`config.mk`:
```
export PLATFORM = sky130hd
export DESIGN_NAME = melody_seq
export DESIGN_NICKNAME = d
export VERILOG_FILES = /design/src/rtl/melody_pkg.sv /design/src/rtl/melody_song_rom.sv /design/src/rtl/melody_seq.sv
export SDC_FILE = /design/constraint.sdc
export NUM_CORES = 1
export LEC_CHECK = 0
export CORE_ASPECT_RATIO = 2
export CORE_MARGIN = 8
export CORE_UTILIZATION = 50
export CTS_BUF_LIST = sky130_fd_sc_hd__clkbuf_4 sky130_fd_sc_hd__clkbuf_8 sky130_fd_sc_hd__clkbuf_16
export DETAILED_ROUTE_END_ITERATION = 10
export HOLD_SLACK_MARGIN = 0.1
export PLACE_DENSITY = 0.71
export SLEW_MARGIN = 10
export SYNTH_ARGS = -nofsm -noshare
export SYNTH_HDL_FRONTEND = slang
export SYNTH_SLANG_ARGS = --single-unit
```
`constraint.sdc`:
```
create_clock -name clk -period 5.44 [get_ports clk]
set_input_delay 1.088 -clock clk [delete_from_list [all_inputs] [get_ports clk]]
set_output_delay 1.088 -clock clk [all_outputs]
set_load 0.02 [all_outputs]
```
`src/rtl/melody_pkg.sv`:
```
// Shared constants for the autoplay melody sequencer: note scan codes,
// FSM state encoding, song-table entry layout and the default song.
package melody_pkg;

  localparam int SCAN_W  = 8;
  localparam int DUR_W   = 4;
  localparam int ENTRY_W = SCAN_W + DUR_W;

  localparam logic [SCAN_W-1:0] NOTE_DO   = 8'h23;
  localparam logic [SCAN_W-1:0] NOTE_RE   = 8'h2D;
  localparam logic [SCAN_W-1:0] NOTE_MI   = 8'h3A;
  localparam logic [SCAN_W-1:0] NOTE_FA   = 8'h2B;
  localparam logic [SCAN_W-1:0] NOTE_SOL  = 8'h1B;
  localparam logic [SCAN_W-1:0] NOTE_LA   = 8'h4B;
  localparam logic [SCAN_W-1:0] NOTE_SI   = 8'h21;
  localparam logic [SCAN_W-1:0] NOTE_MUTE = 8'h05;

  typedef enum logic [1:0] {
    ST_IDLE,
    ST_FETCH,
    ST_NOTE,
    ST_GAP
  } state_t;

  function automatic logic [ENTRY_W-1:0] mk_entry(input logic [SCAN_W-1:0] scan,
                                                  input logic [DUR_W-1:0]  dur);
    return {scan, dur};
  endfunction

  // Entry 0 sits in the least-significant slice; the final entry is the end marker.
  localparam logic [16*ENTRY_W-1:0] DEFAULT_SONG = {
    mk_entry(NOTE_MUTE, 4'd0), mk_entry(NOTE_DO,  4'd8),
    mk_entry(NOTE_RE,   4'd2), mk_entry(NOTE_MI,  4'd2),
    mk_entry(NOTE_FA,   4'd2), mk_entry(NOTE_SOL, 4'd2),
    mk_entry(NOTE_LA,   4'd2), mk_entry(NOTE_SI,  4'd2),
    mk_entry(NOTE_MUTE, 4'd2), mk_entry(NOTE_SI,  4'd4),
    mk_entry(NOTE_LA,   4'd4), mk_entry(NOTE_SOL, 4'd4),
    mk_entry(NOTE_FA,   4'd4), mk_entry(NOTE_MI,  4'd4),
    mk_entry(NOTE_RE,   4'd4), mk_entry(NOTE_DO,  4'd4)
  };

endpackage

```
`src/rtl/melody_song_rom.sv`:
```
// Combinational song-table lookup: index -> {scan, dur}, contents supplied
// as a packed parameter so a bench can substitute its own song.
module song_rom
  import melody_pkg::*;
#(
  parameter int SONG_LEN = 16,
  parameter logic [SONG_LEN*ENTRY_W-1:0] SONG = DEFAULT_SONG,
  localparam int AW = $clog2(SONG_LEN)
) (
  input  logic [AW-1:0]     idx,
  output logic [SCAN_W-1:0] scan,
  output logic [DUR_W-1:0]  dur
);

  logic [ENTRY_W-1:0] rom [SONG_LEN];

  for (genvar gi = 0; gi < SONG_LEN; gi++) begin : g_rom
    assign rom[gi] = SONG[gi*ENTRY_W +: ENTRY_W];
  end

  assign {scan, dur} = rom[idx];

endmodule

```
`src/rtl/melody_seq.sv`:
```
// Autoplay sequencer: walks the song table, times notes and articulation
// gaps in ticks, and lets live keyboard presses override and pause the song.
module melody_seq
  import melody_pkg::*;
#(
  parameter int TICK_DIV = 10_000_000,
  parameter int SONG_LEN = 16,
  parameter logic [SONG_LEN*ENTRY_W-1:0] SONG = DEFAULT_SONG,
  localparam int AW = $clog2(SONG_LEN),
  localparam int TW = $clog2(TICK_DIV)
) (
  input  logic              clk,
  input  logic              rst,
  input  logic [SCAN_W-1:0] kb_scan,
  input  logic              kb_valid,
  input  logic              play,
  input  logic              stop,
  input  logic              loop_en,
  output logic [SCAN_W-1:0] note_scan,
  output logic              busy,
  output logic [AW-1:0]     step_idx
);

  // One extra index bit lets "ran past the last entry" reach FETCH and be
  // handled exactly like an end marker.
  localparam logic [AW:0]   IDX_END   = (AW+1)'(SONG_LEN);
  localparam logic [TW-1:0] TICK_LAST = TW'(TICK_DIV - 1);

  state_t            state_reg;
  logic [AW:0]       idx_reg;
  logic [SCAN_W-1:0] cur_scan_reg;
  logic [DUR_W-1:0]  cur_dur_reg;
  logic [TW-1:0]     tick_cnt_reg;
  logic [DUR_W-1:0]  dur_cnt_reg;
  logic              busy_reg;
  logic [SCAN_W-1:0] note_scan_reg;

  logic [SCAN_W-1:0] rom_scan;
  logic [DUR_W-1:0]  rom_dur;
  logic              tick_last;
  logic              song_end;

  song_rom #(
    .SONG_LEN (SONG_LEN),
    .SONG     (SONG)
  ) u_rom (
    .idx  (idx_reg[AW-1:0]),
    .scan (rom_scan),
    .dur  (rom_dur)
  );

  assign tick_last = (tick_cnt_reg == TICK_LAST);
  assign song_end  = (idx_reg == IDX_END) || (rom_dur == '0);

  always_ff @(posedge clk) begin
    if (rst) begin
      state_reg     <= ST_IDLE;
      idx_reg       <= '0;
      cur_scan_reg  <= NOTE_MUTE;
      cur_dur_reg   <= '0;
      tick_cnt_reg  <= '0;
      dur_cnt_reg   <= '0;
      busy_reg      <= 1'b0;
      note_scan_reg <= NOTE_MUTE;
    end else begin
      // Stop mutes in the same edge that returns the FSM to IDLE.
      if (kb_valid)
        note_scan_reg <= kb_scan;
      else if (!stop && state_reg == ST_NOTE)
        note_scan_reg <= cur_scan_reg;
      else
        note_scan_reg <= NOTE_MUTE;

      if (stop) begin
        state_reg    <= ST_IDLE;
        idx_reg      <= '0;
        tick_cnt_reg <= '0;
        dur_cnt_reg  <= '0;
        busy_reg     <= 1'b0;
      end else if (!kb_valid) begin
        case (state_reg)
          ST_IDLE: begin
            if (play) begin
              state_reg <= ST_FETCH;
              busy_reg  <= 1'b1;
            end
          end
          ST_FETCH: begin
            cur_scan_reg <= rom_scan;
            cur_dur_reg  <= rom_dur;
            tick_cnt_reg <= '0;
            dur_cnt_reg  <= '0;
            if (song_end) begin
              idx_reg <= '0;
              if (!loop_en) begin
                state_reg <= ST_IDLE;
                busy_reg  <= 1'b0;
              end
            end else begin
              state_reg <= ST_NOTE;
            end
          end
          ST_NOTE: begin
            if (tick_last) begin
              tick_cnt_reg <= '0;
              if (dur_cnt_reg == cur_dur_reg - 4'd1) begin
                dur_cnt_reg <= '0;
                state_reg   <= ST_GAP;
              end else begin
                dur_cnt_reg <= dur_cnt_reg + 4'd1;
              end
            end else begin
              tick_cnt_reg <= tick_cnt_reg + TW'(1);
            end
          end
          ST_GAP: begin
            if (tick_last) begin
              tick_cnt_reg <= '0;
              idx_reg      <= idx_reg + (AW+1)'(1);
              state_reg    <= ST_FETCH;
            end else begin
              tick_cnt_reg <= tick_cnt_reg + TW'(1);
            end
          end
          default: begin
            state_reg <= ST_IDLE;
            busy_reg  <= 1'b0;
          end
        endcase
      end
    end
  end

  assign note_scan = note_scan_reg;
  assign busy      = busy_reg;
  assign step_idx  = idx_reg[AW-1:0];

endmodule

```
# Word-level counts from Yosys, hierarchy flattened
# Memories as Yosys holds them, arrays and structs flattened.
# Index checks and enable logic that the tools add are counted.
# Widths: inputs -> output; s select.
dict set report classes {
  eq_ne 13
  reduce_logical 17
  bitwise 3
  mux 23
  add_sub_neg 4
  magnitude_cmp 1
}
# cell count
set ops {}
lappend ops {{$pmux 24 s2} 1}
lappend ops {{$add 24x1->24 const B} 1}
lappend ops {{$eq 24x24->1 const B} 1}
lappend ops {{$mux 12} 2}
lappend ops {{$mux 24} 1}
lappend ops {{$mux 8} 2}
lappend ops {{$mux 2} 6}
lappend ops {{$mux 5} 2}
lappend ops {{$ne 2x2->1 const B} 5}
lappend ops {{$pmux 5 s2} 1}
lappend ops {{$mux 4} 2}
lappend ops {{$pmux 2 s4} 1}
lappend ops {{$pmux 4 s2} 1}
lappend ops {{$reduce_bool 2->1} 4}
lappend ops {{$reduce_and 3->1} 2}
lappend ops {{$reduce_and 6->1} 1}
lappend ops {{$add 5x1->5 const B} 1}
lappend ops {{$eq 5x5->1 const B} 1}
lappend ops {{$ge 5x5->1 const B} 1}
lappend ops {{$not 4->5} 1}
lappend ops {{$reduce_and 5->1} 1}
lappend ops {{$add 4x1->4 const B} 1}
lappend ops {{$eq 2x2->1 const B} 2}
lappend ops {{$eq 4x4->1} 1}
lappend ops {{other kinds (15)} 19}
dict set report word_totals {
  wordCells 70
  mem_bits_ro 192
  n_memories 1
  out_inout_bits 13
  regBits 56
  inputBits 14
}
# memory depth width rd rd_clocked_by_memory_dff write_ports line_no
set mem_list {}
lappend mem_list {{(name not given)} 16 12 1 0 0 melody_song_rom.sv:21} ;# assign {scan, dur} = rom[idx];

# Longest topological paths before layout
# Gate-level depths: netlist of the first run.
dict set report logic_depth {
  ltp_word 8
  ltp_mapped 8
  ltp_nobuf 7
}

# Modules after synthesis
# From an unflattened synthesis of the first run, not the netlist that was laid out.
dict set report hier_totals {
  cells_unflattened 376
  hier_area_um2 3125.5
}
# mod cells_each seq_area_each_um2 n_inst area_each_um2
set by_module_without_submodules {}
lappend by_module_without_submodules {melody_seq 338 1121.1 1 2836.5}
lappend by_module_without_submodules {song_rom 38 0.0 1 289.0}

# Least setup slack after synthesis of the first run
# No wires, ideal clock.
dict set report synth_path {
  path_kind {input to register}
  startpoint {in kb_valid}
  endpoint {reg tick_cnt_reg[23]}
  required_time_ps 5323
  arrival_ps 2162
  path_buffers 0
  setup_ps 117
  path_slack_ps 3160
  path_stages 5
  cell_sequence {nor4bb_1 > nand3_1 > nor4_1 > xnor2_1 > nor2_1}
}
dict set report synth_between {
  elab_chain_cells 2
}
# item line_no
set synth_rtl {}
lappend synth_rtl {{start: declaration} melody_seq.sv:15} ;# input logic kb_valid,
lappend synth_rtl {{$not 1->1 (no source line)} -}
lappend synth_rtl {{$reduce_and 2->1 (no source line)} -}
lappend synth_rtl {{end signal: assignment} melody_seq.sv:113} ;# tick_cnt_reg <= tick_cnt_reg + TW'(1);
lappend synth_rtl {{end signal: assignment} melody_seq.sv:122} ;# tick_cnt_reg <= tick_cnt_reg + TW'(1);
lappend synth_rtl {{end: declaration} melody_seq.sv:33} ;# logic [TW-1:0] tick_cnt_reg;
# Every way passes these cells.
# A chain may end at the register's enable or synchronous reset.

# Final worst setup path of the first run
dict set report layout_path {
  startpoint {in kb_valid}
  endpoint {reg tick_cnt_reg[20]}
}
# Same word-level chain as after synthesis.

==> qor.csv, run 1 <==
stage;metric;value;unit
status;outcome;finished clean;
yosys;synth_nets;383;
floorplanning;rows;39;
cells_and_area;largest_reg_flops;24;
worst_hold_path;hold_path.class;flip-flop to flip-flop;
route;firstDrtPassIters;4;
floorplanning;initial_utilization;51.4;%
route;maxUsedRoutingLayer;met4;
yosys;synth_cell_type_count;56;
cells_and_area;nNetsFinal;400;
cells_and_area;final_cell_mix;54 x dfxtp_1, 48 x nor2_1, 29 x nand2_1;
yosys;seq_area_frac_synth;36.8;%
grt;first_global_vias;2510;
route;num_vias;2492;
critical_path;cp-end-kind;flip-flop;
clock_network;cts_sinks;54;
cells_and_area;drive_above_1_share;5.66;%
timing;holdWs;0.455;ns
critical_path;crit_end;tick_cnt_reg[20];
clock_network;clk_pin_slew;0.07;ns
yosys;synth_cells;353;
clock_network;ctsHoldBuffers;0;
timing;skew;0.00512;ns
critical_path;reg2reg_slack;3.08;ns
route;drt_iter0_drc;113;
route;wl_met2;3960;um
floorplanning;die_area;8730;um2
route;wl_per_cell;15.3;um
cells_and_area;area_delta_synth_final;14.3;%
cells_and_area;fin_util;58.8;%
cells_and_area;antenna_cells;0;
placement;hpwlAfterDp;5110;um
worst_hold_path;worstHoldStart;cur_scan_reg[3];
timing;setup_tns;0;ns
clock_network;cts_buffers;5;
route;wl_met1;2420;um
clock_network;post_cts_buffers;0;
critical_path;critPathRequiredTime;5.63;ns
pwr;powerDensity;229;nW/um2
floorplanning;ios;27;
critical_path;r2r_cells;7;
placement;numPortBuffers;26;
critical_path;start_kind;primary input;
timing;fin_crit_sh;53.1;%
yosys;async_flop_share;0;%
yosys;synth_ff_type;dfxtp_1;
timing;finalMaxSlewViolations;0;
grt;antenna_found_initial;0;
clock_network;root_buffer;clkbuf_16;
placement;postPlaceCellArea;3210;um2
floorplanning;die_x;70.2;um
clock_network;clk-insertion-delay-late;0.30;ns
floorplanning;core;5710;um2
pwr;p_leak;1.10;nW
clock_network;clk_path_buf_depth;2;
timing;rsz0062_at_grt;no;
timing;setup_ws;2.55;ns
route;routed_wl;6620;um
timing;worst_pin_slew;0.617;ns
yosys;ys.warnings.count;0;
timing;relSlewSlack;58.8;%
critical_path;r2r_end;state_reg[1];
route;via_per_inst;5.77;
flow_run;cap_violations;0;
placement;pre_cts_slack;2.23;ns
route;met3RoutedLength;144;um
clock_network;postCtsResizedCells;0;
timing;final-hold-violation-count;0;
critical_path;setup.worst_path.class;primary input to flip-flop;
timing;timing.fmax;346;MHz
grt;grt_pass1_wl;11100;um
yosys;synth_edf_count;0;
floorplanning;die_y;124;um
timing;min_period;2.89;ns
critical_path;arrival;3.07;ns
grt;grt_max_degree;27;
critical_path;crit_path_max_fanout;26;
cells_and_area;mostFrequentLayoutCell;dfxtp_1;
route;ant_nets;0;
grt;track_usage;15.2;%
placement;gp_congestion;0.864;
critical_path;reg2reg_from;cur_dur_reg[1];
yosys;synth_seq_cells;54;
yosys;syn-mean-instance-area;8.32;um2
cells_and_area;postLayoutCellArea;3350;um2
grt;globalRouteOverflowTotal;0;
timing;setup_violations;0;
clock_network;cts_tree;done;
pwr;vdd_drop_max;273;uV
critical_path;cp-startpoint;kb_valid;
clock_network;htreeDepth;2;
yosys;syn_area;2940;um2
route;drc;0;
metal layers:
| layer | up-vias | global-route usage (%) |
|---|---|---|
| li1 | 1283 | - |
| met4 | 0 | 6.07 |
| met2 | 24 | 31.1 |
| met3 | 4 | 2.95 |
| met5 | - | 0 |
| met1 | 1181 | 13.3 |
Yosys cell counts, types with 4 or more instances:
cell | n | area (um2)
dfxtp_1 | 54 | 1080
nor2_1 | 48 | 180
nand2_1 | 29 | 109
a21oi_1 | 25 | 125
ha_1 | 16 | 200
xnor2_1 | 14 | 123
inv_1 | 13 | 48.8
nand3_1 | 13 | 65.1
nor3_1 | 12 | 60.1
o21ai_0 | 12 | 60.1
clkbuf_1 | 9 | 33.8
nor4_1 | 9 | 56.3
nand4_1 | 8 | 50.1
nor2b_1 | 6 | 37.5
o211ai_1 | 6 | 45.0
xor2_1 | 6 | 52.6
nand2b_1 | 5 | 31.3
and3_1 | 4 | 25.0
buf_4 | 4 | 30.0
metrics by stage:
step	std cells	total power [mW]
detailed placement	424	0.454
finish	432	0.768
global route	432	0.794
CTS	432	0.777
floorplan	353	0.433
global placement	424	0.454
worst max-delay path, cell delays in order:
cell             delay [ns]
clkdlybuf4s50_1        0.39
buf_4                  0.21
nor2_1                 0.31
nand4_1                0.41
nor4_1                 0.43
xnor2_1                0.17
nor2_1                 0.05
layout make-up:
type | count | area [um2]
clock buffers | 5 | 125
clock inverters | 3 | 23.8
fillers | 512 | 2350
inverters | 13 | 48.8
multi-input cells | 268 | 1720
flip-flops and latches | 54 | 1080
well taps | 61 | 76.3
repair buffers | 28 | 275
kinds of logic after synthesis:
| logic type | synth area share (%) |
|---|---|
| simple gates | 28.0 |
| compound gates | 15.9 |
| flops | 36.8 |
| buf+inv | 4.60 |
| xor+xnor | 6.78 |
| fa+ha+maj | 6.82 |
| mux | 1.07 |
how the worst min path moves through the flow:
stage	end	depth (start not counted)	slack, ns
after floorplan	cur_scan_reg[6]	2	0.43
after global placement	cur_scan_reg[3]	2	0.45
after detailed placement	cur_scan_reg[3]	2	0.45
after CTS	cur_scan_reg[3]	2	0.46
after global routing	cur_dur_reg[3]	2	0.49
final	cur_scan_reg[3]	2	0.45
power breakdown:
part           switching, mW  total [mW]  leakage, nW  internal [mW]
clock                  0.151       0.324       0.0664          0.172
sequential           0.00146       0.400        0.436          0.399
combinational         0.0236      0.0445        0.592         0.0208
Power figures use the tool's default switching activity.
==> run 2: changes to the inputs <==
--- a/config.mk
+++ b/config.mk
@@ -11,7 +11,7 @@
 export CTS_BUF_LIST = sky130_fd_sc_hd__clkbuf_4 sky130_fd_sc_hd__clkbuf_8 sky130_fd_sc_hd__clkbuf_16
 export DETAILED_ROUTE_END_ITERATION = 10
 export HOLD_SLACK_MARGIN = 0.1
-export PLACE_DENSITY = 0.71
+export PLACE_DENSITY = 0.74
 export SLEW_MARGIN = 10
 export SYNTH_ARGS = -nofsm -noshare
 export SYNTH_HDL_FRONTEND = slang
==> constraint.sdc (replaced) <==
create_clock -name clk -period 2.56 [get_ports clk]
set_input_delay 0.512 -clock clk [delete_from_list [all_inputs] [get_ports clk]]
set_output_delay 0.512 -clock clk [all_outputs]
set_load 0.02 [all_outputs]
==> qor.csv, run 2 (synthesis gave the netlist of run 1 again) <==
stage;metric;value;unit;change
timing;final-hold-violation-count;0;;unchanged
timing;fin_crit_sh;90.7;%;
clock_network;post_cts_buffers;0;;unchanged
floorplanning;initial_utilization;51.4;%;unchanged
route;firstDrtPassIters;4;;unchanged
worst_hold_path;hold_end;cur_scan_reg[3];;
cells_and_area;area_delta_synth_final;18.4;%;
status;outcome;finished clean;;
worst_hold_path;worstHoldStart;cur_scan_reg[3];;
clock_network;postCtsResizedCells;0;;unchanged
route;ant_nets;0;;unchanged
clock_network;htreeDepth;2;;unchanged
timing;rsz0062_at_grt;no;;
placement;dp_cells;434;;+2.4%
clock_network;clk_path_buf_depth;2;;unchanged
floorplanning;core;5710;um2;unchanged
placement;gp_congestion;0.811;;-6.1%
grt;grt_pass1_wl;11700;um;+5.2%
cells_and_area;multi_input_area;1720;um2;unchanged
placement;hpwlAfterDp;5300;um;+3.8%
cells_and_area;regArea;1080;um2;unchanged
grt;globalRouteOverflowTotal;0;;unchanged
pwr;powerDensity;525;nW/um2;+130%
worst_hold_path;hold_path.class;flip-flop to flip-flop;;
critical_path;r2r_end;state_reg[1];;
timing;relSlewSlack;59.9;%;+1.1 points
timing;setup_violations;0;;unchanged
placement;numPortBuffers;26;;unchanged
floorplanning;die_area;8730;um2;unchanged
route;drt_iter0_drc;145;;+28%
route;num_vias;2640;;+5.9%
clock_network;ctsHoldBuffers;0;;unchanged
cells_and_area;final_cell_mix;54 x dfxtp_1, 48 x nor2_1, 29 x nand2_1;;
timing;skew;0.00325;ns;-0.00187 ns
cells_and_area;nFillCells;525;;+2.5%
clock_network;cts_buffers;5;;unchanged
critical_path;start_kind;flip-flop;;
cells_and_area;mostFrequentLayoutCell;dfxtp_1;;
flow_run;cap_violations;0;;unchanged
clock_network;clk_pin_slew;0.07;ns;about the same
clock_network;root_buffer;clkbuf_16;;
cells_and_area;fin_cells;442;;+2.3%
critical_path;cp-startpoint;cur_dur_reg[1];;
grt;first_global_vias;2653;;+5.7%
critical_path;reg2reg_from;cur_dur_reg[1];;
timing;finalMaxSlewViolations;0;;unchanged
clock_network;clk-insertion-delay-late;0.29;ns;about the same
grt;grt_max_degree;22;;-19%
cells_and_area;antenna_cells;0;;unchanged
timing;min_period;2.32;ns;
pwr;vdd_drop_max;596;uV;+120%
floorplanning;die_x;70.2;um;unchanged
route;via_per_inst;5.97;;+3.5%
grt;grt_use_met1;13.4;%;+0.14 points
critical_path;reg2reg_slack;0.24;ns;-2.84 ns
clock_network;cts_sinks;54;;unchanged
critical_path;cp-end-kind;flip-flop;;
timing;timing.fmax;431;MHz;
floorplanning;rows;39;;unchanged
clock_network;cts_tree;done;;
route;wl_per_cell;15.5;um;+1.5%
timing;setup_tns;0;ns;unchanged
cells_and_area;largest_reg_flops;24;;unchanged
critical_path;r2r_cells;7;;unchanged
cells_and_area;nNetsFinal;410;;+2.5%
route;drc;0;;unchanged
pwr;p_leak;1.17;nW;+7.1%
cells_and_area;drive_above_1_share;8.14;%;+2.5 points
worst_hold_path;hold_path_depth;2;;unchanged
critical_path;critPathRequiredTime;2.79;ns;-2.84 ns
floorplanning;ios;27;;unchanged
route;routed_wl;6870;um;+3.9%
critical_path;crit_path_max_fanout;4;;-85%
critical_path;arrival;2.55;ns;-0.52 ns
critical_path;setup.worst_path.class;flip-flop to flip-flop;;
grt;antenna_found_initial;0;;unchanged
grt;top_usage_layer;met2;;
grt;grtUsageMet3;2.63;%;-0.32 points
timing;worst_pin_slew;0.601;ns;-0.0158 ns
floorplanning;die_y;124;um;unchanged
grt;gr-usage-met2;32.1;%;+0.97 points
grt;track_usage;16.0;%;+0.79 points
-- run 2: changes by cell type in the layout (fill, tap and decap cells not counted) --
cell / change
clkinvlp_4: -2
bufinv_16: +2
buf_4: +10
inv_6: -1
clkinv_4: +1
-- run 2: critical path, stage by stage (launching register included) --
cell and delay, ns:
dfxtp_1 0.37, inv_1 0.06, ha_1 0.30, xnor2_1 0.17, o41ai_2 0.47, o211ai_1 0.22, or4b_1 0.53, a21oi_1 0.14
-- run 2: worst max path at each step --
| stage | depth (start not counted) | to | slack (ns) |
|---|---|---|---|
| final | 7 | state_reg[1] | 0.24 |
| after global routing | 7 | state_reg[1] | 0.15 |
| after CTS | 5 | state_reg[1] | 0.27 |
| after detailed placement | 7 | tick_cnt_reg[23] | 0.22 |
| after global placement | 7 | tick_cnt_reg[21] | 0.29 |
| after floorplan | 7 | state_reg[1] | 0.52 |
-- run 2: power by group --
part           switching (mW)  internal, mW
Clock                   0.314         0.562
Combinational          0.0523        0.0469
Sequential            0.00315         0.847
Total                   0.369          1.46
-- run 2: final cells by class --
type | count | area share (%)
clock inverters | 3 | 1.98
repair buffers | 38 | 10.1
clock buffers | 5 | 3.60
well taps | 61 | 2.20
multi-input cells | 268 | 49.6
flip-flops and latches | 54 | 31.1
inverters | 13 | 1.40
-- run 2: through the flow --
step | power (mW) | utilization [%] | instance area (um2) | setup WS, ns | hold WS, ns
final | 1.83 | 60.9 | 3470 | 0.238 | 0.467
after global routing | 1.88 | 60.9 | 3470 | 0.151 | 0.501
after global placement | 0.968 | 57.5 | 3280 | 0.287 | 0.458
after floorplan | 0.919 | - | 2940 | 0.517 | 0.432
after detailed placement | 0.969 | 57.5 | 3280 | 0.219 | 0.460
after CTS | 1.84 | 60.9 | 3470 | 0.267 | 0.471
-- run 2: per-layer routing --
| layer | vias up | part of all wire, % |
|---|---|---|
| li1 | 1310 | - |
| met1 | 1239 | 35 |
| met2 | 64 | 59 |
| met3 | 27 | 2.8 |
| met4 | 0 | 4.1 |
| met5 | - | 0 |
==> run 3: changes to the inputs <==
--- a/config.mk
+++ b/config.mk
@@ -10,7 +10,6 @@
 export CORE_UTILIZATION = 50
 export CTS_BUF_LIST = sky130_fd_sc_hd__clkbuf_4 sky130_fd_sc_hd__clkbuf_8 sky130_fd_sc_hd__clkbuf_16
 export DETAILED_ROUTE_END_ITERATION = 10
-export HOLD_SLACK_MARGIN = 0.1
 export PLACE_DENSITY = 0.74
 export SLEW_MARGIN = 10
 export SYNTH_ARGS = -nofsm -noshare
==> results of run 3 <==
Final layout, timing and power as in run 2 (identical DEF).
